**src/rtl/sync_fifo_pkg.sv**
```systemverilog
// Shared constants and helpers for the parameterised synchronous FIFO.
package sync_fifo_pkg;

  localparam int DEF_DATA_W = 8;
  localparam int DEF_DEPTH  = 64;

  // Pointer carries one extra wrap bit above the address bits.
  function automatic int ptr_width(input int depth);
    return $clog2(depth) + 32'sd1;
  endfunction

endpackage

```
**src/rtl/sync_fifo_param_if.sv**
```systemverilog
// Handshake and status bundle between a FIFO user (master) and sync_fifo_param (slave).
interface sync_fifo_param_if
  import sync_fifo_pkg::*;
#(
  parameter int DATA_W = DEF_DATA_W,
  parameter int CNT_W  = ptr_width(DEF_DEPTH)
);

  logic              wr_en;
  logic [DATA_W-1:0] fifo_in;
  logic              rd_en;
  logic [DATA_W-1:0] fifo_out;
  logic              fifo_full;
  logic              fifo_empty;
  logic              almost_full;
  logic              almost_empty;
  logic [CNT_W-1:0]  fifo_count;
  logic              overflow;
  logic              underflow;

  modport master (
    output wr_en, fifo_in, rd_en,
    input  fifo_out, fifo_full, fifo_empty, almost_full, almost_empty,
           fifo_count, overflow, underflow
  );

  modport slave (
    input  wr_en, fifo_in, rd_en,
    output fifo_out, fifo_full, fifo_empty, almost_full, almost_empty,
           fifo_count, overflow, underflow
  );

endinterface

```
**src/rtl/fifo_ram.sv**
```systemverilog
// Simple dual-port register file: synchronous write, asynchronous read, contents never reset.
module fifo_ram #(
  parameter int DATA_W = 8,
  parameter int ADDR_W = 6,
  parameter int DEPTH  = 64
) (
  input  logic              clk,
  input  logic              wr_en,
  input  logic [ADDR_W-1:0] wr_addr,
  input  logic [DATA_W-1:0] wr_data,
  input  logic [ADDR_W-1:0] rd_addr,
  output logic [DATA_W-1:0] rd_data
);

  logic [DATA_W-1:0] mem_r [DEPTH];

  // Storage write port
  always_ff @(posedge clk) begin
    if (wr_en) begin
      mem_r[wr_addr] <= wr_data;
    end
  end

  assign rd_data = mem_r[rd_addr];

endmodule

```
**src/rtl/sync_fifo_param.sv**
```systemverilog
// Parameterised single-clock FIFO with registered status flags and overflow/underflow pulses.
// Define SYNC_FIFO_FWFT_EN for first-word-fall-through reads; default is a registered 1-cycle read.
module sync_fifo_param
  import sync_fifo_pkg::*;
#(
  parameter int DATA_W   = DEF_DATA_W,
  parameter int DEPTH    = DEF_DEPTH,
  parameter int AF_LEVEL = DEPTH - 32'sd4,
  parameter int AE_LEVEL = 32'sd4
) (
  input  logic             clk,
  input  logic             rst,
  sync_fifo_param_if.slave bus
);

  localparam int PTR_W  = ptr_width(DEPTH);
  localparam int ADDR_W = PTR_W - 32'sd1;
  localparam logic [PTR_W-1:0] PTR_ONE  = {{(PTR_W-1){1'b0}}, 1'b1};
  localparam logic [PTR_W-1:0] CNT_ZERO = {PTR_W{1'b0}};
  localparam logic [PTR_W-1:0] CNT_FULL = PTR_W'(DEPTH);
  localparam logic [PTR_W-1:0] CNT_AF   = PTR_W'(AF_LEVEL);
  localparam logic [PTR_W-1:0] CNT_AE   = PTR_W'(AE_LEVEL);

  if ((DEPTH & (DEPTH - 32'sd1)) != 32'sd0 || DEPTH < 32'sd4) begin : g_bad_depth
    $error("sync_fifo_param: DEPTH must be a power of two, at least 4");
  end
  if (AE_LEVEL >= AF_LEVEL) begin : g_bad_levels
    $error("sync_fifo_param: AE_LEVEL must be below AF_LEVEL");
  end

  logic [PTR_W-1:0]  wr_ptr_r, rd_ptr_r, count_r;
  logic [PTR_W-1:0]  wr_ptr_nxt_s, rd_ptr_nxt_s, count_nxt_s;
  logic              full_r, empty_r, af_r, ae_r, ovf_r, unf_r;
  logic              wr_acc_s, rd_acc_s;
  logic [DATA_W-1:0] ram_rd_s;

  fifo_ram #(
    .DATA_W (DATA_W),
    .ADDR_W (ADDR_W),
    .DEPTH  (DEPTH)
  ) u_ram (
    .clk     (clk),
    .wr_en   (wr_acc_s),
    .wr_addr (wr_ptr_r[ADDR_W-1:0]),
    .wr_data (bus.fifo_in),
    .rd_addr (rd_ptr_r[ADDR_W-1:0]),
    .rd_data (ram_rd_s)
  );

  // Accept decisions use the flags registered before this edge.
  always_comb begin
    wr_acc_s     = bus.wr_en & ~full_r;
    rd_acc_s     = bus.rd_en & ~empty_r;
    wr_ptr_nxt_s = wr_ptr_r;
    rd_ptr_nxt_s = rd_ptr_r;
    if (wr_acc_s) begin
      wr_ptr_nxt_s = wr_ptr_r + PTR_ONE;
    end else begin
      wr_ptr_nxt_s = wr_ptr_r;
    end
    if (rd_acc_s) begin
      rd_ptr_nxt_s = rd_ptr_r + PTR_ONE;
    end else begin
      rd_ptr_nxt_s = rd_ptr_r;
    end
    // Modulo-2*DEPTH difference yields 0..DEPTH across wraps.
    count_nxt_s = wr_ptr_nxt_s - rd_ptr_nxt_s;
  end

  // Pointers, occupancy and status flags, all derived from next-state occupancy
  always_ff @(posedge clk or posedge rst) begin
    if (rst) begin
      wr_ptr_r <= {PTR_W{1'b0}};
      rd_ptr_r <= {PTR_W{1'b0}};
      count_r  <= {PTR_W{1'b0}};
      full_r   <= 1'b0;
      empty_r  <= 1'b1;
      af_r     <= 1'b0;
      ae_r     <= 1'b1;
      ovf_r    <= 1'b0;
      unf_r    <= 1'b0;
    end else begin
      wr_ptr_r <= wr_ptr_nxt_s;
      rd_ptr_r <= rd_ptr_nxt_s;
      count_r  <= count_nxt_s;
      full_r   <= (count_nxt_s == CNT_FULL);
      empty_r  <= (count_nxt_s == CNT_ZERO);
      af_r     <= (count_nxt_s >= CNT_AF);
      ae_r     <= (count_nxt_s <= CNT_AE);
      ovf_r    <= bus.wr_en & full_r;
      unf_r    <= bus.rd_en & empty_r;
    end
  end

`ifdef SYNC_FIFO_FWFT_EN
  // Head word falls through; forced to zero while empty so reset shows 0.
  assign bus.fifo_out = empty_r ? {DATA_W{1'b0}} : ram_rd_s;
`else
  logic [DATA_W-1:0] dout_r;

  // Registered read data, updated only on an accepted read
  always_ff @(posedge clk or posedge rst) begin
    if (rst) begin
      dout_r <= {DATA_W{1'b0}};
    end else if (rd_acc_s) begin
      dout_r <= ram_rd_s;
    end else begin
      dout_r <= dout_r;
    end
  end

  assign bus.fifo_out = dout_r;
`endif

  assign bus.fifo_full    = full_r;
  assign bus.fifo_empty   = empty_r;
  assign bus.almost_full  = af_r;
  assign bus.almost_empty = ae_r;
  assign bus.fifo_count   = count_r;
  assign bus.overflow     = ovf_r;
  assign bus.underflow    = unf_r;

endmodule

```
**src/flat_wrapper.sv**
```systemverilog
// flat-port wrapper written by rule: the top's interface ports become plain ports
module sync_fifo_param_flat import sync_fifo_pkg::*;
#(
  parameter int DATA_W   = DEF_DATA_W,
  parameter int DEPTH    = DEF_DEPTH,
  parameter int AF_LEVEL = DEPTH - 32'sd4,
  parameter int AE_LEVEL = 32'sd4
)
  (clk, rst, bus_wr_en, bus_fifo_in, bus_rd_en, bus_fifo_out, bus_fifo_full, bus_fifo_empty, bus_almost_full, bus_almost_empty, bus_fifo_count, bus_overflow, bus_underflow);
  sync_fifo_param_if #(.DATA_W(DATA_W), .CNT_W((ptr_width(DEPTH)))) bus_i ();
  input  logic clk;
  input  logic rst;
  input wire logic [$bits(bus_i.wr_en)-1:0] bus_wr_en;
  input wire logic [$bits(bus_i.fifo_in)-1:0] bus_fifo_in;
  input wire logic [$bits(bus_i.rd_en)-1:0] bus_rd_en;
  output wire logic [$bits(bus_i.fifo_out)-1:0] bus_fifo_out;
  output wire logic [$bits(bus_i.fifo_full)-1:0] bus_fifo_full;
  output wire logic [$bits(bus_i.fifo_empty)-1:0] bus_fifo_empty;
  output wire logic [$bits(bus_i.almost_full)-1:0] bus_almost_full;
  output wire logic [$bits(bus_i.almost_empty)-1:0] bus_almost_empty;
  output wire logic [$bits(bus_i.fifo_count)-1:0] bus_fifo_count;
  output wire logic [$bits(bus_i.overflow)-1:0] bus_overflow;
  output wire logic [$bits(bus_i.underflow)-1:0] bus_underflow;
  assign bus_i.wr_en = bus_wr_en;
  assign bus_i.fifo_in = bus_fifo_in;
  assign bus_i.rd_en = bus_rd_en;
  assign bus_fifo_out = bus_i.fifo_out;
  assign bus_fifo_full = bus_i.fifo_full;
  assign bus_fifo_empty = bus_i.fifo_empty;
  assign bus_almost_full = bus_i.almost_full;
  assign bus_almost_empty = bus_i.almost_empty;
  assign bus_fifo_count = bus_i.fifo_count;
  assign bus_overflow = bus_i.overflow;
  assign bus_underflow = bus_i.underflow;
  sync_fifo_param #(.DATA_W(DATA_W), .DEPTH(DEPTH), .AF_LEVEL(AF_LEVEL), .AE_LEVEL(AE_LEVEL)) u_core (.clk(clk), .rst(rst), .bus(bus_i));
endmodule
```
**config.mk**
```make
export PLATFORM = sky130hd
export DESIGN_NAME = sync_fifo_param_flat
export DESIGN_NICKNAME = d
export VERILOG_FILES = /design/src/rtl/sync_fifo_pkg.sv /design/src/rtl/sync_fifo_param_if.sv /design/src/rtl/fifo_ram.sv /design/src/rtl/sync_fifo_param.sv /design/src/flat_wrapper.sv
export SDC_FILE = /design/constraint.sdc
export NUM_CORES = 1
export LEC_CHECK = 0
export ABC_AREA = 1
export CAP_MARGIN = 0
export CELL_PAD_IN_SITES_DETAIL_PLACEMENT = 0
export CELL_PAD_IN_SITES_GLOBAL_PLACEMENT = 1
export CORE_MARGIN = 5
export CORE_UTILIZATION = 30
export DETAILED_ROUTE_END_ITERATION = 7
export HOLD_SLACK_MARGIN = 0.06
export PLACE_DENSITY = 0.49
export SYNTH_ARGS = -nofsm -noshare
export SYNTH_HDL_FRONTEND = slang
export SYNTH_SLANG_ARGS = --single-unit
```
**constraint.sdc**
```tcl
create_clock -name clk -period 3.1 [get_ports clk]
set_input_delay 0.465 -clock clk [delete_from_list [all_inputs] [get_ports clk]]
set_output_delay 0.465 -clock clk [all_outputs]
set_load 0.02 [all_outputs]
```
==> results of run 1 <==
-- layout make-up --
type	instances	area share, %
Tap cell	969	4.566
Inverter	49	0.7210
Sequential cell	547	61.24
Multi-Input combinational cell	1177	20.80
Timing Repair Buffer	156	5.419
Clock inverter	37	1.432
Clock buffer	71	5.810
Antenna cell	1	0.009424
-- state kept, by name (all words and copies together) (netlist names) --
signal and count:
u_core.bus.fifo_full 1, u_core.bus.fifo_out 8, u_core.bus.fifo_count 7, u_core.rd_ptr_r 7
u_core.bus.underflow 1, u_core.wr_ptr_r 7, u_core.bus.almost_empty 1, u_core.bus.fifo_empty 1
u_core.bus.almost_full 1, u_core.u_ram.mem_r 512, u_core.bus.overflow 1
-- logic make-up (layout without fill, tap and decap cells) --
group           count (synthesis)  count (layout)
fa+ha+maj                       6               6
buf+inv                       154             313
other cells                     0               1
xor+xnor                        6               6
simple gates                  779             779
compound gates                386             386
flops                         547             547
-- worst paths after layout --
check,start,endpoint,slack (ns),cells after the start
min in group asynchronous,rst,u_core.bus.overflow,0.55,3
max in group asynchronous,rst,u_core.rd_ptr_r[0],1.89,4
worst max-delay path,u_core.rd_ptr_r[0],u_core.bus.fifo_empty,0.51,12
worst min-delay path,bus_fifo_in[6],u_core.u_ram.mem_r[57][6],0.33,2
worst max register to register,u_core.rd_ptr_r[0],u_core.bus.fifo_empty,0.51,12
worst min register to register,u_core.bus.fifo_out[2],u_core.bus.fifo_out[2],0.48,2
-- placed cells by master, fill, tap and decap left out, types with 2 or more instances in the layout --
cell type	Yosys	routed
clkinv_2	0	13
nand2_1	233	233
buf_4	18	105
buf_2	35	8
buf_12	0	18
clkinv_1	1	11
a31oi_1	2	2
inv_2	9	8
o22ai_1	27	27
inv_1	38	38
o21ai_0	254	254
nand4_1	3	3
nor2_1	411	410
o211ai_1	65	65
nand3b_1	2	2
nor2_2	4	5
clkbuf_1	48	11
inv_6	0	3
dfstp_2	2	2
clkbuf_16	0	60
ha_1	5	5
edfxtp_1	512	512
clkdlybuf4s50_1	0	24
dfrtp_4	0	2
nand3_1	94	94
o21ai_1	6	6
dfrtp_1	33	30
nand2_2	17	17
nand2_4	5	5
clkinv_4	0	3
bufinv_16	0	7
a21oi_1	30	30
xor2_1	3	3
nand3_2	6	6
-- report_power, final --
group	switching (W)	leakage [nW]	internal [W]
sequential	0.000299	5.02	0.00851
combinational	0.00638	3.17	0.00274
clock	0.00292	0.946	0.00412
total	0.00960	9.14	0.0154
-- stage by stage --
| stage | util (%) | cells | setup WS (ns) |
|---|---|---|---|
| 6_report | 35.73 | 3007 | 0.5142 |
| 5_1_grt | 35.72 | 3006 | 0.2505 |
| 4_1_cts | 35.72 | 3006 | 0.4561 |
| 3_5_place_dp | 33.12 | 2897 | 0.1846 |
| 3_3_place_gp | 33.12 | 2897 | 0.1673 |
| 2_1_floorplan | - | 1878 | 0.5811 |
-- routing by layer --
metal / global-route usage (%) / share of wire [%] / wire length (um)
met5: 0 / 0 / 0
met4: 3.923 / 2.1 / 1411
met3: 2.129 / 4.0 / 2646
met2: 26.17 / 48 / 31310
met1: 22.46 / 46 / 30500
-- worst register-to-register path: stages, from the launching register on --
cell and delay [ns]:
dfrtp_4 0.58, inv_6 0.30, xor2_1 0.25, ha_1 0.18, inv_1 0.06, fa_1 0.46, nand3_1 0.13, nand3_2 0.10
nand2_1 0.07, nand2_1 0.05, nand2_2 0.10, nand3_1 0.12, nor2_1 0.12
-- what timing repair did --
action,4_1_cts,5_1_grt
hold endpoints to repair,1,0
buffers inserted,0,0
hold buffers,1,0
==> flow_summary.json, run 1 <==
{
  "yosysUniqueCellTypes": 39,
  "grt_max_degree": 88,
  "core_um2": 74320,
  "dieArea_um2": 80480,
  "antenna_found_initial": 3,
  "yosysMostFrequentCell": "edfxtp_1",
  "clk_pin_slew_worst_paths_ns": 0.06,
  "ys_seq_area_share_pct": 72.32,
  "vdd_ir_drop_max_mv": 0.4556,
  "dp_hpwl_um": 40370,
  "drt-total-wl_um": 65870,
  "io_buffers": 32,
  "yosysTopAreaCell": "edfxtp_1",
  "synth-adder-area-share_pct": 0.3675,
  "synth_top_cells_by_area": "edfxtp_1 68%, nor2_1 6.9%, o21ai_0 5.7%",
  "arrival_ns": 3.13,
  "synth_edf_count": 512,
  "syn_to_final_growth_pct": 18.16,
  "crit_path_end_kind": "register",
  "drt_first_pass_iters": 5,
  "worst_pin_slew_ns": 1.002,
  "cts_buffers": 59,
  "post-route-period-util_pct": 83.41,
  "synth_cells": 1878,
  "grt_pass1_wl_um": 97060,
  "worstSetupPathType": "reg -> reg",
  "max_cap_violations": 0,
  "clock_tree.root_cell": "clkbuf_16",
  "ctsResizeCount": 0,
  "placed_area_um2": 24620,
  "clock_path_buffers": 3,
  "yosys.area_share.simple_pct": 14.34,
  "post-route-drc-count": 0,
  "setup_viol": 0,
  "track_usage_pct": 15.91,
  "setup_tns_ns": 0,
  "critPathTopFamily": "simple AND/OR/NAND/NOR gates",
  "final_layout_size_suffix_gt1_share_pct": 13.30,
  "synth-xor-area-share_pct": 0.3508,
  "postRouteAntennaNets": 0,
  "wire_per_inst_um": 21.91,
  "slew_headroom_pct": 33.21,
  "async_flop_share_pct": 6.399,
  "cp_data_required_time_ns": 3.65,
  "slowest_stage": "dfrtp_4",
  "fin_skew_ns": 0.03226,
  "synth.mux.area_fraction_pct": 0,
  "maxSlewViolCount": 0,
  "synth-warning-count": 0,
  "clock_latency_ns": 0.64,
  "ios": 33,
  "multi_input_area_um2": 5523,
  "regArea_um2": 16260,
  "h-tree-depth": 2,
  "grt_pass1_vias": 14340,
  "synth_top_area_share_pct": 68.41,
  "synth_area_per_cell_um2": 11.97,
  "status": "complete, no violations",
  "period_needed_ns": 2.586,
  "vias": 14540,
  "synth_area_um2": 22470,
  "rows": 100,
  "critPathMaxFanout": 23,
  "cpPeakStageDelay_ns": 0.58,
  "fin_nets": 2008,
  "numClockSinks": 547,
  "fin_hold_ws_ns": 0.3318,
  "min_path_type": "in -> reg",
  "design_area_um2": 26550,
  "p_leak_nw": 9.135,
  "start_kind": "register",
  "fillers": 7331,
  "synth_top_family_by_area": "simple AND/OR/NAND/NOR gates",
  "synth_compound_area_share_pct": 9.504,
  "grt.overflow.total": 0,
  "power_density_nw_per_um2": 940.2,
  "initial_core_util_pct": 30.24,
  "place_congestion": 0.8038,
  "crit_buf_inv": 2,
  "tritoncts": "done",
  "hold_violations": 0,
  "via_per_inst": 4.834,
  "p_total_w": 0.02496,
  "die_height_um": 283.7,
  "grt_setup_unrepaired": "false",
  "drtIter0Drc": 868,
  "fp.dieW_um": 283.7,
  "yosys-top-cells-count": "512 x edfxtp_1, 411 x nor2_1, 254 x o21ai_0",
  "cp_cell_sequence": "inv_6 -> xor2_1 -> ha_1 -> inv_1 -> fa_1 -> nand3_1 -> nand3_2 -> nand2_1 -> nand2_1 -> nand2_2 -> nand3_1 -> nor2_1",
  "ys_seq_elements": 547,
  "synth_ff_type": "edfxtp_1",
  "fmax_mhz": 386.7,
  "syn_nets": 1896
}
Note: power is estimated with default switching activity, not from simulation.
==> run 2: changes to the inputs <==
--- a/config.mk
+++ b/config.mk
@@ -13,7 +13,7 @@
 export CORE_UTILIZATION = 30
 export DETAILED_ROUTE_END_ITERATION = 7
 export HOLD_SLACK_MARGIN = 0.06
-export PLACE_DENSITY = 0.49
+export PLACE_DENSITY = 0.51
 export SYNTH_ARGS = -nofsm -noshare
 export SYNTH_HDL_FRONTEND = slang
 export SYNTH_SLANG_ARGS = --single-unit
==> constraint.sdc (replaced) <==
create_clock -name clk -period 2.32 [get_ports clk]
set_input_delay 0.348 -clock clk [delete_from_list [all_inputs] [get_ports clk]]
set_output_delay 0.348 -clock clk [all_outputs]
set_load 0.02 [all_outputs]
==> flow_summary.json, run 2 (synthesis results as in run 1) <==
{
  "status": "complete, no violations",
  "track_usage_pct": 16.12,
  "pwr-share-clk_pct": 25.2,
  "core_um2": 74320,
  "grt.overflow.total": 0,
  "switching_share_pct": 38.24,
  "start_kind": "register",
  "power_frac_seq_pct": 33.4,
  "regMostFlops": "u_core.u_ram.mem_r",
  "p_leak_nw": 9.652,
  "wire_per_inst_um": 21.77,
  "min_path_type": "in -> async",
  "largest_reg_flops": 512,
  "grt_setup_unrepaired": "true",
  "h-tree-depth": 2,
  "worstSetupPathType": "reg -> reg",
  "rows": 100,
  "setup_viol": 0,
  "dp_cells": 2974,
  "io_buffers": 32,
  "cp_data_required_time_ns": 2.87,
  "hold_buffers": 0,
  "slowest_stage": "dfrtp_4",
  "fp.dieW_um": 283.7,
  "final_layout_size_suffix_gt1_share_pct": 17.88,
  "cts_buffers": 59,
  "cp_cell_sequence": "buf_12 -> clkinv_16 -> buf_16 -> nor2_1 -> o211ai_1 -> nand3_1 -> buf_4 -> nand3_1 -> nand3_1 -> nand2_1 -> nand2_2 -> nand2_1",
  "worst_pin_slew_ns": 0.6939,
  "syn_to_final_growth_pct": 22.74,
  "drt_first_pass_iters": 5,
  "ios": 33,
  "dp_hpwl_um": 41050,
  "p_comb_share_pct": 41.4,
  "fin_skew_ns": 0.02835,
  "worst_slack_ns": 0.05304,
  "initial_core_util_pct": 30.24,
  "r2r_start": "u_core.rd_ptr_r[0]",
  "reg2reg_to": "u_core.bus.fifo_out[1]",
  "crit_buf_inv": 4,
  "post-route-period-util_pct": 97.71,
  "vdd_ir_drop_max_mv": 0.7107,
  "crit_path_end_kind": "register",
  "p_int_w": 0.02156,
  "clock_tree.root_cell": "clkbuf_16",
  "grt_pass1_vias": 14780,
  "final_common_cell": "edfxtp_1",
  "slew_headroom_pct": 53.74,
  "max_cap_violations": 0,
  "fmax_mhz": 441.1,
  "clk_pin_slew_worst_paths_ns": 0.06,
  "final_cell_mix": "512 x edfxtp_1, 406 x nor2_1, 233 x o21ai_0",
  "numClockSinks": 547,
  "ff2ff_setup_slack_ns": 0.05,
  "die_height_um": 283.7,
  "fin_nets": 2096,
  "clock_latency_ns": 0.63,
  "drtIter0Drc": 875,
  "period_needed_ns": 2.267,
  "reg2reg_depth": 12,
  "via_per_inst": 4.777,
  "critPathMostFrequentCell": "nand3_1",
  "vias": 14780,
  "critPathTopFamily": "simple AND/OR/NAND/NOR gates",
  "maxSlewViolCount": 0,
  "clock_path_buffers": 3,
  "grt_pass1_wl_um": 98390,
  "post-route-drc-count": 0,
  "power_switching_w": 0.01335,
  "postRouteAntennaNets": 0,
  "critPathMaxFanout": 35,
  "dieArea_um2": 80480,
  "power_density_nw_per_um2": 1266,
  "fin_hold_ws_ns": 0.1476,
  "arrival_ns": 2.82,
  "grt_max_degree": 65,
  "instances_no_fill": 3094,
  "cpPeakStageDelay_ns": 0.50,
  "tritoncts": "done",
  "dp_slack_ns": -0.4098,
  "drt-total-wl_um": 67360,
  "hold_violations": 0,
  "antenna_found_initial": 1,
  "fillers": 7350,
  "n_antenna_cell": 0,
  "place_congestion": 0.8160
}
[run 2: cell types whose count changed in the layout (fill, tap and decap cells not counted), moves of 5 or more]
cell	delta
clkbuf_1	+7
buf_4	+61
buf_12	+15
buf_16	+5
nand3_2	+8
o21ai_1	+19
clkinv_2	-5
bufinv_16	-5
nand2_1	-5
nand3_1	-8
o21ai_0	-21
[run 2: worst max path at each step]
| stage | from | end | depth (start not counted) |
|---|---|---|---|
| floorplan | u_core.bus.fifo_empty | u_core.bus.almost_full | 15 |
| global placement | bus_wr_en | u_core.bus.almost_full | 14 |
| detailed placement | bus_wr_en | u_core.bus.almost_empty | 13 |
| CTS | u_core.rd_ptr_r[0] | u_core.bus.fifo_out[3] | 12 |
| global route | u_core.rd_ptr_r[0] | u_core.bus.fifo_full | 13 |
| finish | u_core.rd_ptr_r[0] | u_core.bus.fifo_out[1] | 12 |
[run 2: layout make-up]
class                      instances  area (um2)  share of cell area (%)
clock buffer                      78        1569                   5.688
clock inverter                    30       214.0                  0.7756
inverter                          49       216.5                  0.7847
multi-input combinational       1177        5652                   20.49
sequential                       547       16260                   58.95
tap                              969        1212                   4.395
timing repair buffer             243        2447                   8.872
timing repair inverter             1       11.26                 0.04082
[run 2: power groups by stage]
| stage | sequential (W) | combinational, W | clock (W) |
|---|---|---|---|
| 6_report | 0.0117 | 0.0145 | 0.00879 |
| 5_1_grt | 0.0117 | 0.0159 | 0.00942 |
| 3_3_place_gp | 0.0119 | 0.0139 | 0 |
| 3_5_place_dp | 0.0119 | 0.0138 | 0 |
| 2_1_floorplan | 0.0119 | 0.00745 | 0 |
| 4_1_cts | 0.0117 | 0.0140 | 0.00902 |
[run 2: worst min-delay path: cells and delay by family]
kind	cells	cell delay [ns]
buf+inv	3	0.85
[run 2: stage by stage]
stage / instance area, um2 / util, % / TNS [ns] / total power, W
finish: 27580 / 37.11 / 0 / 0.03491
global route: 27580 / 37.11 / -0.1789 / 0.03700
CTS: 27270 / 36.69 / -0.01705 / 0.03472
detailed placement: 25440 / 34.22 / -3.040 / 0.02571
global placement: 25440 / 34.22 / -2.871 / 0.02574
floorplan: 22490 / - / 0 / 0.01940
[run 2: what timing repair did]
item / in CTS / in global routing
pin swaps: 4 / 21
gates cloned: 0 / 4
hold endpoints to repair: 0 / 0
setup buffers: 0 / 8
gates resized for setup: 13 / 54
endpoints found under the setup margin: 13 / 15
[run 2: layer usage]
layer	share of wire, %	track usage [%]	vias up
met5	0	0	-
met4	2.4	4.156	0
met3	4.2	2.353	96
met2	48	26.72	299
met1	45	22.35	7304
li1	-	-	7080
